File: src/rtl/frame_deframer_if.sv
// frame_deframer_if: byte-stream input and decoded-frame outputs of the
// receive deframer, bundled as one bus.
//   frame_valid/frame_data           : incoming byte strobe and byte
//   hdr_valid, frame_type, txfn,
//   payload_len                      : header pulse and held header fields
//   payload_valid/payload_data       : forwarded payload bytes
//   frame_ok, frame_err, err_code,
//   seq_err                          : per-frame verdict
//   ok_cnt, err_cnt                  : saturating verdict counters
// Modports: master drives the byte stream, slave is the deframer.
interface frame_deframer_if;
    logic        frame_valid;
    logic [7:0]  frame_data;
    logic        hdr_valid;
    logic [1:0]  frame_type;
    logic [15:0] txfn;
    logic [15:0] payload_len;
    logic        payload_valid;
    logic [7:0]  payload_data;
    logic        frame_ok;
    logic        frame_err;
    logic [2:0]  err_code;
    logic        seq_err;
    logic [15:0] ok_cnt;
    logic [15:0] err_cnt;

    modport master (
        output frame_valid, frame_data,
        input  hdr_valid, frame_type, txfn, payload_len, payload_valid,
               payload_data, frame_ok, frame_err, err_code, seq_err,
               ok_cnt, err_cnt
    );

    modport slave (
        input  frame_valid, frame_data,
        output hdr_valid, frame_type, txfn, payload_len, payload_valid,
               payload_data, frame_ok, frame_err, err_code, seq_err,
               ok_cnt, err_cnt
    );
endinterface

File: src/rtl/frame_deframer.sv
// frame_deframer: hunts for the sync marker in the framer byte stream,
// parses the 5-byte header (TYPE, TXFN, LEN), forwards payload bytes,
// checks the trailing CRC-16-CCITT and reports a per-frame verdict.
// An inter-byte gap timer aborts stalled frames; txfn continuity against
// the last good frame is flagged on seq_err.
// Ports:
//   clk  : rising-edge clock
//   rst  : synchronous active-high reset
//   bus  : frame_deframer_if.slave (byte input, header/payload/verdict out)
module frame_deframer #(
    parameter int          MAX_PAYLOAD = 1052,
    parameter int          GAP_TIMEOUT = 16,
    parameter logic [31:0] SYNC_WORD   = 32'h1ACFFC1D
) (
    input logic              clk,
    input logic              rst,
    frame_deframer_if.slave  bus
);
    localparam int GW = $clog2(GAP_TIMEOUT + 1);

    localparam logic [2:0] ERR_CRC     = 3'd1;
    localparam logic [2:0] ERR_LEN     = 3'd2;
    localparam logic [2:0] ERR_TYPE    = 3'd3;
    localparam logic [2:0] ERR_TIMEOUT = 3'd4;

    typedef enum logic [1:0] {HUNT, HDR, PAYLOAD, CRC} state_t;

    // header fields collected before the header is accepted
    typedef struct packed {
        logic [1:0]  typ;
        logic [15:0] txfn;
        logic [7:0]  len_hi;
    } hdr_t;

    state_t          state_q, state_d;
    logic [31:0]     sync_sr;
    logic [15:0]     crc_q;
    logic [7:0]      crc_hi;
    logic [2:0]      byte_idx;
    logic [15:0]     pay_cnt;
    logic [GW-1:0]   gap_cnt;
    hdr_t            hdr_q;
    logic [15:0]     seq_ref;
    logic            ref_vld;

    logic [31:0]     sync_next;
    logic [15:0]     len_full;
    logic [15:0]     crc_next;
    logic            gap_hit;
    logic            abort;
    logic [2:0]      abort_code;
    logic            hdr_acc;
    logic            fin;
    logic            crc_good;

    function automatic logic [15:0] crc16_byte(input logic [15:0] c, input logic [7:0] d);
        logic [15:0] r;
        logic        fb;
        r = c;
        for (int i = 7; i >= 0; i--) begin
            fb = r[15] ^ d[i];
            r  = {r[14:0], 1'b0};
            if (fb) r = r ^ 16'h1021;
        end
        return r;
    endfunction

    assign sync_next = {sync_sr[23:0], bus.frame_data};
    assign len_full  = {hdr_q.len_hi, bus.frame_data};
    assign crc_next  = crc16_byte(crc_q, bus.frame_data);
    // fires on the idle cycle that would bring the timer to GAP_TIMEOUT,
    // so the registered abort pulse coincides with the timer reaching it
    assign gap_hit   = (state_q != HUNT) && !bus.frame_valid &&
                       (gap_cnt == GW'(GAP_TIMEOUT - 1));

    always_comb begin
        state_d    = state_q;
        abort      = 1'b0;
        abort_code = 3'd0;
        hdr_acc    = 1'b0;
        fin        = 1'b0;
        crc_good   = 1'b0;
        case (state_q)
            HUNT: begin
                if (bus.frame_valid && sync_next == SYNC_WORD) state_d = HDR;
            end
            HDR: begin
                if (gap_hit) begin
                    abort      = 1'b1;
                    abort_code = ERR_TIMEOUT;
                end else if (bus.frame_valid) begin
                    if (byte_idx == 3'd0 && bus.frame_data[7:2] != 6'd0) begin
                        abort      = 1'b1;
                        abort_code = ERR_TYPE;
                    end else if (byte_idx == 3'd4) begin
                        if (len_full > 16'(MAX_PAYLOAD)) begin
                            abort      = 1'b1;
                            abort_code = ERR_LEN;
                        end else begin
                            hdr_acc = 1'b1;
                            state_d = (len_full == 16'd0) ? CRC : PAYLOAD;
                        end
                    end
                end
            end
            PAYLOAD: begin
                if (gap_hit) begin
                    abort      = 1'b1;
                    abort_code = ERR_TIMEOUT;
                end else if (bus.frame_valid && pay_cnt == 16'd1) begin
                    state_d = CRC;
                end
            end
            CRC: begin
                if (gap_hit) begin
                    abort      = 1'b1;
                    abort_code = ERR_TIMEOUT;
                end else if (bus.frame_valid && byte_idx == 3'd1) begin
                    fin      = 1'b1;
                    crc_good = ({crc_hi, bus.frame_data} == crc_q);
                    state_d  = HUNT;
                end
            end
            default: state_d = HUNT;
        endcase
        if (abort) state_d = HUNT;
    end

    always_ff @(posedge clk) begin
        if (rst) begin
            state_q           <= HUNT;
            sync_sr           <= '0;
            crc_q             <= '0;
            crc_hi            <= '0;
            byte_idx          <= '0;
            pay_cnt           <= '0;
            gap_cnt           <= '0;
            hdr_q             <= '0;
            seq_ref           <= '0;
            ref_vld           <= 1'b0;
            bus.hdr_valid     <= 1'b0;
            bus.frame_type    <= '0;
            bus.txfn          <= '0;
            bus.payload_len   <= '0;
            bus.payload_valid <= 1'b0;
            bus.payload_data  <= '0;
            bus.frame_ok      <= 1'b0;
            bus.frame_err     <= 1'b0;
            bus.err_code      <= '0;
            bus.seq_err       <= 1'b0;
            bus.ok_cnt        <= '0;
            bus.err_cnt       <= '0;
        end else begin
            bus.hdr_valid     <= 1'b0;
            bus.payload_valid <= 1'b0;
            bus.frame_ok      <= 1'b0;
            bus.frame_err     <= 1'b0;
            state_q           <= state_d;

            if (state_q == HUNT || bus.frame_valid || abort) gap_cnt <= '0;
            else                                              gap_cnt <= gap_cnt + GW'(1);

            case (state_q)
                HUNT: begin
                    if (bus.frame_valid) begin
                        // clear on a hit so stale marker bytes cannot match
                        // again once the frame ends
                        if (sync_next == SYNC_WORD) begin
                            sync_sr  <= '0;
                            crc_q    <= 16'hFFFF;
                            byte_idx <= '0;
                        end else begin
                            sync_sr  <= sync_next;
                        end
                    end
                end
                HDR: begin
                    if (bus.frame_valid && !abort) begin
                        crc_q    <= crc_next;
                        byte_idx <= byte_idx + 3'd1;
                        case (byte_idx)
                            3'd0:    hdr_q.typ         <= bus.frame_data[1:0];
                            3'd1:    hdr_q.txfn[15:8]  <= bus.frame_data;
                            3'd2:    hdr_q.txfn[7:0]   <= bus.frame_data;
                            3'd3:    hdr_q.len_hi      <= bus.frame_data;
                            default: ;
                        endcase
                        if (hdr_acc) begin
                            bus.hdr_valid   <= 1'b1;
                            bus.frame_type  <= hdr_q.typ;
                            bus.txfn        <= hdr_q.txfn;
                            bus.payload_len <= len_full;
                            pay_cnt         <= len_full;
                            byte_idx        <= '0;
                        end
                    end
                end
                PAYLOAD: begin
                    if (bus.frame_valid) begin
                        bus.payload_valid <= 1'b1;
                        bus.payload_data  <= bus.frame_data;
                        crc_q             <= crc_next;
                        pay_cnt           <= pay_cnt - 16'd1;
                    end
                end
                CRC: begin
                    if (bus.frame_valid) begin
                        crc_hi   <= bus.frame_data;
                        byte_idx <= byte_idx + 3'd1;
                        if (fin) begin
                            byte_idx <= '0;
                            if (crc_good) begin
                                bus.frame_ok <= 1'b1;
                                bus.seq_err  <= ref_vld && (bus.txfn != seq_ref + 16'd1);
                                seq_ref      <= bus.txfn;
                                ref_vld      <= 1'b1;
                                if (bus.ok_cnt != 16'hFFFF) bus.ok_cnt <= bus.ok_cnt + 16'd1;
                            end else begin
                                bus.frame_err <= 1'b1;
                                bus.err_code  <= ERR_CRC;
                                if (bus.err_cnt != 16'hFFFF) bus.err_cnt <= bus.err_cnt + 16'd1;
                            end
                        end
                    end
                end
                default: ;
            endcase

            if (abort) begin
                bus.frame_err <= 1'b1;
                bus.err_code  <= abort_code;
                sync_sr       <= '0;
                if (bus.err_cnt != 16'hFFFF) bus.err_cnt <= bus.err_cnt + 16'd1;
            end
        end
    end
endmodule

File: src/flat_wrapper.sv
// flat-port wrapper written by rule: the top's interface ports become plain ports
module frame_deframer_flat 
#(
    parameter int          MAX_PAYLOAD = 1052,
    parameter int          GAP_TIMEOUT = 16,
    parameter logic [31:0] SYNC_WORD   = 32'h1ACFFC1D
)
  (clk, rst, bus_frame_valid, bus_frame_data, bus_hdr_valid, bus_frame_type, bus_txfn, bus_payload_len, bus_payload_valid, bus_payload_data, bus_frame_ok, bus_frame_err, bus_err_code, bus_seq_err, bus_ok_cnt, bus_err_cnt);
  frame_deframer_if bus_i ();
  input logic clk;
  input logic rst;
  input wire logic [$bits(bus_i.frame_valid)-1:0] bus_frame_valid;
  input wire logic [$bits(bus_i.frame_data)-1:0] bus_frame_data;
  output wire logic [$bits(bus_i.hdr_valid)-1:0] bus_hdr_valid;
  output wire logic [$bits(bus_i.frame_type)-1:0] bus_frame_type;
  output wire logic [$bits(bus_i.txfn)-1:0] bus_txfn;
  output wire logic [$bits(bus_i.payload_len)-1:0] bus_payload_len;
  output wire logic [$bits(bus_i.payload_valid)-1:0] bus_payload_valid;
  output wire logic [$bits(bus_i.payload_data)-1:0] bus_payload_data;
  output wire logic [$bits(bus_i.frame_ok)-1:0] bus_frame_ok;
  output wire logic [$bits(bus_i.frame_err)-1:0] bus_frame_err;
  output wire logic [$bits(bus_i.err_code)-1:0] bus_err_code;
  output wire logic [$bits(bus_i.seq_err)-1:0] bus_seq_err;
  output wire logic [$bits(bus_i.ok_cnt)-1:0] bus_ok_cnt;
  output wire logic [$bits(bus_i.err_cnt)-1:0] bus_err_cnt;
  assign bus_i.frame_valid = bus_frame_valid;
  assign bus_i.frame_data = bus_frame_data;
  assign bus_hdr_valid = bus_i.hdr_valid;
  assign bus_frame_type = bus_i.frame_type;
  assign bus_txfn = bus_i.txfn;
  assign bus_payload_len = bus_i.payload_len;
  assign bus_payload_valid = bus_i.payload_valid;
  assign bus_payload_data = bus_i.payload_data;
  assign bus_frame_ok = bus_i.frame_ok;
  assign bus_frame_err = bus_i.frame_err;
  assign bus_err_code = bus_i.err_code;
  assign bus_seq_err = bus_i.seq_err;
  assign bus_ok_cnt = bus_i.ok_cnt;
  assign bus_err_cnt = bus_i.err_cnt;
  frame_deframer #(.MAX_PAYLOAD(MAX_PAYLOAD), .GAP_TIMEOUT(GAP_TIMEOUT), .SYNC_WORD(SYNC_WORD)) u_core (.clk(clk), .rst(rst), .bus(bus_i));
endmodule
File: config.mk
export PLATFORM = sky130hd
export DESIGN_NAME = frame_deframer_flat
export DESIGN_NICKNAME = d
export VERILOG_FILES = /design/src/rtl/frame_deframer_if.sv /design/src/rtl/frame_deframer.sv /design/src/flat_wrapper.sv
export SDC_FILE = /design/constraint.sdc
export NUM_CORES = 1
export LEC_CHECK = 0
export CAP_MARGIN = 40
export CORE_ASPECT_RATIO = 0.8
export CORE_MARGIN = 2
export CORE_UTILIZATION = 43
export CTS_CLUSTER_DIAMETER = 40
export DETAILED_ROUTE_END_ITERATION = 12
export HOLD_SLACK_MARGIN = 0.03
export SLEW_MARGIN = 10
export SYNTH_ARGS = -nofsm -noshare
export SYNTH_HDL_FRONTEND = slang
export SYNTH_SLANG_ARGS = --single-unit
export TNS_END_PERCENT = 5
File: constraint.sdc
create_clock -name clk -period 5.75 [get_ports clk]
set_input_delay 0.575 -clock clk [delete_from_list [all_inputs] [get_ports clk]]
set_output_delay 0.575 -clock clk [all_outputs]
set_load 0.005 [all_outputs]
==> flow_summary.ini <==
[floorplanning]
start_util_pct = 43.62
dieArea_sq_mm = 0.02295
row_count = 48
core_area_sq_mm = 0.02144
io_pins = 93
fp.dieH_microns = 135.9
fp.dieW_microns = 168.9

[route]
drt_iter0_markers = 652
finalWirelength_microns = 24900
drcViolationCount = 0
ant_nets = 0
drtPass1Iterations = 5
via_per_inst = 5.610
wire_per_inst_microns = 17.26
vias = 8095

[global_routing]
grt_first_pass_wirelength_microns = 40230
grt_pass1_vias = 7374
grt.overflow.total = 0
antenna_found_initial = 0
grt_usage_pct = 21.98
grt_max_degree = 78

[clocking]
cts.clk_slew.worst_paths_ns = 0.07
cts_setup_buffers = 0
insertion_delay_ns = 0.44
cts_tree = done
cts_resized = 0
cts_htree_levels = 4
clk_path_buf_depth = 2
cts_hold_buffers = 0
cts_inserted_buffers = 17
clock-root-buffer = clkbuf_16
clock_sinks = 199

[timing]
fmax_ghz = 0.2710
slew_violations = 0
clock_skew_ns = 0.01473
relSlewSlack_pct = 43.46
period_needed_ns = 3.691
rsz0062_at_grt = false
final.period_utilization_pct = 64.19
setup_viol = 0
hold_viol = 0
tns_ns = 0
tightest_slew_ns = 0.8449

[placed_design]
place.gp.congestion = 0.8075
dp_hpwl_microns = 16450
io_buffers = 92

[logic_synthesis]
synth_edf_count = 0
synth_area_leader_cell = dfxtp_1
synthesis.nets = 1121
synth.avg_cell_area_sq_um = 8.549
synth_ff_type = dfxtp_1
synth_seq_cells = 199
yosysTopAreaCellShare_pct = 42.60
ys_seq_area_share_pct = 42.60
async_flop_share_pct = 0
netlist_area_sq_mm = 0.009353
synthCells = 1094
netlist_top_cells_area = dfxtp_1, mux2i_1, a21oi_1
ys.warnings.count = 0
synth_cell_types = 70

[layout]
nNetsFinal = 1182
postLayoutCoreUtil_pct = 51.84
final_layout_size_suffix_gt1_share_pct = 5.565
n_antenna_cell = 0
layout_commonest_cell = dfxtp_1
fill_cells = 2017
area_growth_pct = 18.84
final_cell_mix = dfxtp_1, nor2_1, a21oi_1

[status]
status = completed

[hold_path]
min_path_cells = 1
min_path_type = flop to flop

[pwr]
cellPowerDensity_mw_per_mm2 = 302.1
ir_worst_vdd_mv = 0.1317
p_leak_nw = 3.799

[worst_setup_path]
crit_fanout = 17
crit_type = primary input to flop
cp-start-kind = primary input
reg2reg_depth = 8
crit_path_end_kind = flop
crit_required_ns = 6.03
crit_arrival_ns = 3.97

[job]
cap_viol_max_count = 0
## layout make-up
type | instances | area, sq um | share of cell area (%)
Clock buffer | 20 | 436.7 | 3.929
Clock inverter | 12 | 211.5 | 1.903
Inverter | 24 | 90.09 | 0.8105
Multi-Input combinational cell | 803 | 4995 | 44.94
Sequential cell | 199 | 3984 | 35.84
Tap cell | 275 | 344.1 | 3.096
Timing Repair Buffer | 110 | 1054 | 9.479
## synth_stat cells (3+ instances only)
master and n:
dfxtp_1 199, nor2_1 123, a21oi_1 105, nand2_1 103, nand3_1 66, mux2i_1 63
clkbuf_1 44, xnor2_1 36, xor2_1 36, o21ai_0 32, o31ai_1 23, inv_1 21
nand4_1 21, nor3_1 17, or3_1 17, ha_1 16, nor4_1 13, a31oi_1 12
buf_2 11, o32ai_1 11, or4_1 10, and2_1 8, and3_1 8, and4_1 8
buf_1 8, a211oi_1 6, a311oi_1 4, buf_4 4, mux2_2 4, nor2b_1 4
nor3b_1 4, nand3b_1 3, nor4b_1 3, o211ai_1 3, o21a_1 3, or4b_1 3
## where the power goes
| group | total (mW) | leakage, nW | internal [mW] | switching (mW) |
|---|---|---|---|---|
| Sequential | 1.48 | 1.60 | 1.43 | 0.0536 |
| Combinational | 0.539 | 1.89 | 0.181 | 0.358 |
| Clock | 1.33 | 0.308 | 0.782 | 0.552 |
| Total | 3.36 | 3.80 | 2.39 | 0.963 |
## worst paths after layout
| check | slack (ns) | start | to |
|---|---|---|---|
| worst max register to register | 2.45 | u_core.state_q[1] | u_core.crc_q[0] |
| worst min register to register | 0.45 | u_core.gap_cnt[0] | u_core.gap_cnt[0] |
| worst min-delay path | 0.45 | u_core.gap_cnt[0] | u_core.gap_cnt[0] |
| worst max-delay path | 2.06 | bus_frame_data[3] | u_core.crc_q[0] |
## flip-flops by register name, indices dropped and copies added, names as in the netlist, 2 cells and up
signal                   cells
u_core.hdr_q                26
u_core.sync_sr              24
u_core.bus.err_cnt          16
u_core.bus.ok_cnt           16
u_core.bus.payload_len      16
u_core.bus.txfn             16
u_core.crc_q                16
u_core.pay_cnt              16
u_core.seq_ref              16
u_core.bus.payload_data      8
u_core.crc_hi                8
u_core.gap_cnt               5
u_core.bus.err_code          3
u_core.byte_idx              3
u_core.bus.frame_type        2
u_core.state_q               2
## worst max-delay path, stage by stage
cell and delay, ns:
clkdlybuf4s50_1 0.82, o2111a_1 0.34, o41ai_2 0.45, a21oi_2 0.30, a211oi_4 0.70, or2_1 0.58
a311oi_1 0.19
## metrics by stage
stage	area, sq um	worst slack (ns)	hold WS, ns	power (mW)	std cells
after CTS	11110	2.091	0.4520	3.384	1443
after floorplan	9353	3.168	0.4179	1.906	1094
final	11110	2.059	0.4524	3.357	1443
after global placement	10470	1.737	0.4321	2.044	1411
after global routing	11110	1.877	0.4734	3.515	1443
after detailed placement	10470	1.656	0.4398	2.045	1411
## logic make-up after synthesis
group	Yosys count	share of synthesized area, %
mux	67	7.224
compound gates	225	15.06
fa+ha+maj	16	2.140
buf+inv	92	4.080
simple gates	423	22.15
flops	199	42.60
xor+xnor	72	6.742
## metal layers
metal | vias to the layer above | GRT usage (%) | part of all wire, %
met4 | 0 | 5.843 | 1.5
met3 | 28 | 5.066 | 5.5
met5 | - | 0 | 0
li1 | 4015 | - | -
met1 | 3828 | 32.52 | 51
met2 | 224 | 31.90 | 42
(Power assumes the default switching activity.)
